==> config.mk <==
export PLATFORM = sky130hd
export DESIGN_NAME = baud_tick_gen
export DESIGN_NICKNAME = d
export VERILOG_FILES = /design/src/rtl/baud_tick_gen.sv
export SDC_FILE = /design/constraint.sdc
export NUM_CORES = 1
export LEC_CHECK = 0
export CAP_MARGIN = 40
export CORE_MARGIN = 4
export CORE_UTILIZATION = 45
export CTS_BUF_LIST = sky130_fd_sc_hd__clkbuf_16
export CTS_CLUSTER_SIZE = 25
export DETAILED_ROUTE_END_ITERATION = 8
export GPL_TIMING_DRIVEN = 0
export PLACE_DENSITY_LB_ADDON = 0.05
export SETUP_SLACK_MARGIN = 0.02
export SYNTH_ARGS = -nofsm -noshare
export SYNTH_HDL_FRONTEND = slang
export SYNTH_SLANG_ARGS = --single-unit
export TNS_END_PERCENT = 100
==> constraint.sdc <==
create_clock -name i_clk -period 4.8 [get_ports i_clk]
set_clock_uncertainty 0.1 [all_clocks]
set_input_delay 0.96 -clock i_clk [delete_from_list [all_inputs] [get_ports i_clk]]
set_output_delay 0.96 -clock i_clk [all_outputs]
set_load 0.01 [all_outputs]
==> src/rtl/baud_tick_gen.sv <==
// Fractional baud/oversample tick generator: a runtime-loadable int.frac divisor
// drives an oversample tick, and bit-end and mid-bit ticks are derived from it.
module baud_tick_gen #(
    parameter int unsigned CLK    = 100,
    parameter int unsigned BAUD   = 250000,
    parameter int unsigned OVS    = 16,
    parameter int unsigned DIV_W  = 16,
    parameter int unsigned FRAC_W = 4
) (
    input  logic                     i_clk,
    input  logic                     i_rst_n,
    input  logic                     i_en,
    input  logic                     i_clr,
    input  logic                     i_div_wr,
    input  logic [DIV_W-1:0]         i_div_int,
    input  logic [FRAC_W-1:0]        i_div_frac,
    output logic                     o_div_busy,
    output logic                     o_div_err,
    output logic                     o_tick,
    output logic                     o_bit_tick,
    output logic                     o_mid_tick,
    output logic [$clog2(OVS)-1:0]   o_phase
);

    localparam int unsigned PH_W     = $clog2(OVS);
    localparam int unsigned CW       = DIV_W + 1;
    localparam int unsigned CLK_HZ   = CLK * 1000000;
    localparam int unsigned FRAC_MOD = 1 << FRAC_W;
    localparam int unsigned DEF_INT  = CLK_HZ / (BAUD * OVS);
    localparam int unsigned DEF_FRAC = ((CLK_HZ * FRAC_MOD) / (BAUD * OVS)) % FRAC_MOD;

    logic [DIV_W-1:0]  cnt_q, cnt_d;
    logic [FRAC_W-1:0] acc_q, acc_d;
    logic [PH_W-1:0]   phase_q, phase_d;
    logic [DIV_W-1:0]  act_int_q, act_int_d;
    logic [FRAC_W-1:0] act_frac_q, act_frac_d;
    logic [DIV_W-1:0]  pend_int_q, pend_int_d;
    logic [FRAC_W-1:0] pend_frac_q, pend_frac_d;
    logic              pend_q, pend_d;
    logic              tick_q, tick_d;
    logic              bit_q, bit_d;
    logic              mid_q, mid_d;
    logic              err_q, err_d;

    logic [FRAC_W:0]   acc_sum_c;
    logic              carry_c;
    logic [CW-1:0]     last_c;
    logic              terminal_c;

    // Interval is act_int cycles, stretched by one whenever the accumulator overflows.
    assign acc_sum_c  = {1'b0, acc_q} + {1'b0, act_frac_q};
    assign carry_c    = acc_sum_c[FRAC_W];
    assign last_c     = {1'b0, act_int_q} - CW'(1) + CW'(carry_c);
    // >= guards against a divisor that shrank while the count was held.
    assign terminal_c = ({1'b0, cnt_q} >= last_c);

    always_comb begin
        cnt_d       = cnt_q;
        acc_d       = acc_q;
        phase_d     = phase_q;
        act_int_d   = act_int_q;
        act_frac_d  = act_frac_q;
        pend_int_d  = pend_int_q;
        pend_frac_d = pend_frac_q;
        pend_d      = pend_q;
        tick_d      = 1'b0;
        bit_d       = 1'b0;
        mid_d       = 1'b0;
        err_d       = 1'b0;

        if (i_clr) begin
            cnt_d   = '0;
            acc_d   = '0;
            phase_d = '0;
            if (pend_q) begin
                act_int_d  = pend_int_q;
                act_frac_d = pend_frac_q;
                pend_d     = 1'b0;
            end
        end else if (i_en) begin
            if (terminal_c) begin
                cnt_d   = '0;
                tick_d  = 1'b1;
                bit_d   = (phase_q == PH_W'(OVS - 1));
                mid_d   = (phase_q == PH_W'(OVS / 2 - 1));
                acc_d   = acc_sum_c[FRAC_W-1:0];
                phase_d = phase_q + PH_W'(1);
                if (pend_q) begin
                    act_int_d  = pend_int_q;
                    act_frac_d = pend_frac_q;
                    pend_d     = 1'b0;
                end
            end else begin
                cnt_d = cnt_q + DIV_W'(1);
            end
        end else if (pend_q) begin
            act_int_d  = pend_int_q;
            act_frac_d = pend_frac_q;
            pend_d     = 1'b0;
        end

        // A write on an activation edge lands in pend after the old pend was consumed.
        if (i_div_wr) begin
            if (i_div_int >= DIV_W'(2)) begin
                pend_int_d  = i_div_int;
                pend_frac_d = i_div_frac;
                pend_d      = 1'b1;
            end else begin
                err_d = 1'b1;
            end
        end
    end

    always_ff @(posedge i_clk or negedge i_rst_n) begin
        if (!i_rst_n) begin
            cnt_q       <= '0;
            acc_q       <= '0;
            phase_q     <= '0;
            act_int_q   <= DIV_W'(DEF_INT);
            act_frac_q  <= FRAC_W'(DEF_FRAC);
            pend_int_q  <= '0;
            pend_frac_q <= '0;
            pend_q      <= 1'b0;
            tick_q      <= 1'b0;
            bit_q       <= 1'b0;
            mid_q       <= 1'b0;
            err_q       <= 1'b0;
        end else begin
            cnt_q       <= cnt_d;
            acc_q       <= acc_d;
            phase_q     <= phase_d;
            act_int_q   <= act_int_d;
            act_frac_q  <= act_frac_d;
            pend_int_q  <= pend_int_d;
            pend_frac_q <= pend_frac_d;
            pend_q      <= pend_d;
            tick_q      <= tick_d;
            bit_q       <= bit_d;
            mid_q       <= mid_d;
            err_q       <= err_d;
        end
    end

    assign o_div_busy = pend_q;
    assign o_div_err  = err_q;
    assign o_tick     = tick_q;
    assign o_bit_tick = bit_q;
    assign o_mid_tick = mid_q;
    assign o_phase    = phase_q;

endmodule

==> run_results.csv <==
group,metric,value,unit
status,status,"finished, final reports clean",
detailed_routing,ant_nets,0,
worst_setup_path,crit_buf_inv,3,
pwr,p_per_area,360,mW/mm²
placement,post-place-cells,483,
die,io_pins,34,
worst_setup_path,path_class,"register to register",
cells_and_area,finalNonFillerCells,499,
timing,maxSlewViolCount,0,
worst_setup_path,r2r-end,"cnt_q[0]$_DFFE_PN0P_",
pwr,p_seq_frac,0.412,
synth,syn_area_per_cell,11.0,µm²
cells_and_area,layout_commonest_cell,"dfrtp_1",
die,chipWidth,100,µm
worst_setup_path,path_delay_family,"simple AND/OR/NAND/NOR gates",
die,start_util,0.464,
cells_and_area,nets,439,
clock_tree,clkLatencyLatePin,0.33,ns
global_routing,grt_start_max_net_pins,47,
pwr,ir_drop,183,µV
pwr,power_frac_clock,0.453,
synth,synth_fa_ha_area_frac,0.0840,
clock_tree,numClockSinks,69,
timing,fin_crit_sh,0.911,
worst_setup_path,required,4.95,ns
synth,synth_xor_area_frac,0.0598,
clock_tree,tritoncts,"yes",
synth,yosys_warnings,0,
cells_and_area,final.fill_count,701,
worst_setup_path,r2r_cells,19,
worst_setup_path,r2r_slack,0.43,ns
synth,synth_area,0.00381,mm²
worst_setup_path,crit_chain,"ha_1, inv_1, fa_1, inv_1, a21o_1, a21oi_1, ha_1, nand2_1, or3_1, nor4_1, xnor2_1, ha_1, a21oi_1, a21boi_0, o21ai_0, and4_2, buf_2, o211ai_1, a21oi_1",
clock_tree,cts_htree_levels,3,
timing,tns,0,ns
global_routing,grt.overflow.total,0,
synth,netlist-cell-type-count,48,
timing,setup_viol,0,
timing,finalHoldViolCount,0,
timing,tightestPinTransition,0.721,ns
placement,place_ws,0.249,ns
die,die_y,100,µm
synth,synth_area_leaders,"dfrtp_1 43%, mux2_2 12%, ha_1 7.9%",
worst_setup_path,r2r-start,"act_frac_q[0]$_DFFE_PN0P_",
worst_hold_path,hold_path.class,"register to register",
timing,final.setup.worst_slack,0.428,ns
pwr,p_leak,1.93,nW
synth,synth_top_family_by_area,"simple AND/OR/NAND/NOR gates",
synth,synth-compound-area-share,0.0752,
pwr,sw_frac_of_total,0.245,
detailed_routing,first_iter_violations,78,
detailed_routing,wl,8.24,mm
die,core,0.00822,mm²
pwr,switchingPower,0.000409,W
synth,synth-simple-area-share,0.175,
job,cap_violations,0,
placement,hpwl,6.11,mm
detailed_routing,remaining_drc_errors,0,
detailed_routing,dr.pass1.iters,4,
synth,synth_seq_cells,69,
cells_and_area,design_area,0.00464,mm²
worst_hold_path,hold_depth,1,
synth,syn-instance-count,345,
worst_setup_path,end_kind,"register",
clock_tree,cts_buffer_depth,2,
die,rows,33,
synth,synth-async-reset-ratio,1.00,
synth,ys_seq_area_frac,0.454,
detailed_routing,vias,2812,
global_routing,antenna_found_initial,0,
worst_setup_path,critPathMaxStageDelay,0.45,ns
detailed_routing,post_drt_wl_per_cell,16.5,µm
placement,gp_congestion,0.766,
worst_setup_path,path_max_fanout,10,
cells_and_area,final_util,0.565,
timing,rsz0062_at_grt,"yes",
placement,place_area,0.00429,mm²
timing,slew_headroom,0.520,
synth,synthMuxAreaShare,0.121,
worst_setup_path,worstPathArrival,4.52,ns
worst_setup_path,critPathSlowestCell,"or3_1",
synth,ys.flop_type,"dfrtp_1",
die,dieArea,0.0100,mm²
synth,synth_nets,395,
global_routing,first_global_vias,2850,
pwr,internal-power,0.00126,W
clock_tree,cts_root_buffer,"clkbuf_16",
clock_tree,clkSlewWorstSetupHoldPaths,0.06,ns
global_routing,grt_usage,0.182,
cells_and_area,final_cell_mix,"66 x dfrtp_1, 40 x mux2_2, 31 x clkdlybuf4s50_1",
placement,portBuffers,32,
clock_tree,numCtsBuffers,9,
cells_and_area,antenna_cells,0,
timing,maxClockFrequency,229,MHz
pwr,combPwrFrac,0.135,
worst_hold_path,hold_start,"pend_int_q[13]$_DFFE_PN0P_",
cells_and_area,area_delta_synth_final,21.8,%
synth,yosysTopAreaCell,"dfrtp_1",
detailed_routing,viasPerCell,5.64,
worst_setup_path,start_kind,"register",
synth,yosys.area.top_type_share,0.433,
worst_hold_path,worstHoldEndpoint,"pend_int_q[13]$_DFFE_PN0P_",
synth,synth-edff-count,0,
global_routing,grt_pass1_wl,14.3,mm
cells_and_area,drive_above_1_share,0.208,
timing,min_period,4.37,ns
==> cells in the mapped netlist (2+ instances only) <==
library cell / n
a21boi_0: 2
a21o_1: 4
a21oi_1: 15
a31oi_1: 2
and2_1: 2
and3_1: 2
and4_1: 2
buf_2: 2
clkbuf_1: 9
dfrtp_1: 66
dfstp_2: 3
ha_1: 24
inv_1: 15
mux2_2: 40
nand2_1: 18
nand3_1: 12
nand4_1: 12
nor2_1: 16
nor3_1: 13
nor3_2: 11
nor3b_1: 3
nor4_1: 7
o211ai_1: 2
o21ai_0: 6
o22ai_1: 2
o311ai_0: 2
o31ai_1: 4
o41ai_1: 2
or3_1: 3
or4_1: 2
xnor2_1: 19
xor2_1: 7
==> worst register-to-register path: cells and delay by family (launching register included) <==
family                     cells  cell delay, ns
DFF                            1            0.41
xor gates and xnor gates       1            0.18
adders and majority gates      4            0.91
buffers and inverters          3            0.39
AOI/OAI and AO/OA              7            1.13
and+or+nand+nor                4            1.18
==> layer usage <==
metal | vias to the layer above | GRT usage | part of all wire | wire [µm]
li1 | 1354 | - | - | -
met1 | 1384 | 0.242 | 0.47 | 3840
met2 | 62 | 0.297 | 0.48 | 3920
met3 | 12 | 0.0341 | 0.042 | 345
met4 | 0 | 0.0663 | 0.017 | 136
met5 | - | 0 | 0 | 0
==> metrics by stage <==
step	power, W	hold slack (ns)
finish	0.00167	0.403
detailed placement	0.000923	0.390
global route	0.00175	0.427
floorplan	0.000836	0.375
CTS	0.00169	0.403
global placement	0.000910	0.386
==> power by group through the flow <==
stage               Clock [W]  Sequential [W]  Combinational, W
floorplan                   0        0.000682          0.000154
global placement            0        0.000695          0.000215
detailed placement          0        0.000697          0.000226
CTS                  0.000770        0.000688          0.000229
global route         0.000796        0.000696          0.000257
finish               0.000757        0.000688          0.000226
==> sequential cells by signal, indices dropped and copies added, names as in the netlist <==
signal and flops:
act_int_q 16, o_mid_tick 1, pend_int_q 16, o_div_busy 1, cnt_q 16, o_tick 1
o_div_err 1, pend_frac_q 4, acc_q 4, o_phase 4, act_frac_q 4, o_bit_tick 1
==> cell type report <==
| type | instances | area [µm²] | share of cell area |
|---|---|---|---|
| multi-input combinational | 248 | 1970 | 0.425 |
| sequential | 69 | 1730 | 0.373 |
| timing repair buffer | 33 | 345 | 0.0744 |
| clock buffer | 9 | 225 | 0.0485 |
| tap | 105 | 131 | 0.0283 |
| clock inverter | 7 | 115 | 0.0248 |
| buffer | 13 | 63.8 | 0.0137 |
| inverter | 15 | 56.3 | 0.0121 |
==> cell families (layout without fill, tap and decap cells) <==
kind of cell,Yosys count,in the layout
AO/OA/AOI/OAI,45,45
adder cells (fa/ha/maj),25,25
XOR/XNOR,26,26
multiplexers,41,41
AND/OR/NAND/NOR,111,111
flip-flops,69,69
buffers and inverters,28,77
==> worst max-delay path by stage <==
stage,start,endpoint,slack [ns],depth (start not counted)
2_1_floorplan,acc_q[0]$_DFFE_PN0P_,acc_q[3]$_DFFE_PN0P_,0.91,19
3_3_place_gp,i_rst_n,pend_int_q[4]$_DFFE_PN0P_,0.27,1
3_5_place_dp,act_frac_q[0]$_DFFE_PN0P_,cnt_q[0]$_DFFE_PN0P_,0.25,19
4_1_cts,act_frac_q[0]$_DFFE_PN0P_,cnt_q[0]$_DFFE_PN0P_,0.19,19
5_1_grt,act_frac_q[0]$_DFFE_PN0P_,acc_q[3]$_DFFE_PN0P_,0.009,19
6_report,act_frac_q[0]$_DFFE_PN0P_,cnt_q[0]$_DFFE_PN0P_,0.43,19
==> what timing repair did <==
action,in CTS,in global routing
hold buffers,0,0
setup buffers,0,0
gates resized for setup,0,7
setup endpoints to repair,0,22
(Power assumes the default switching activity.)
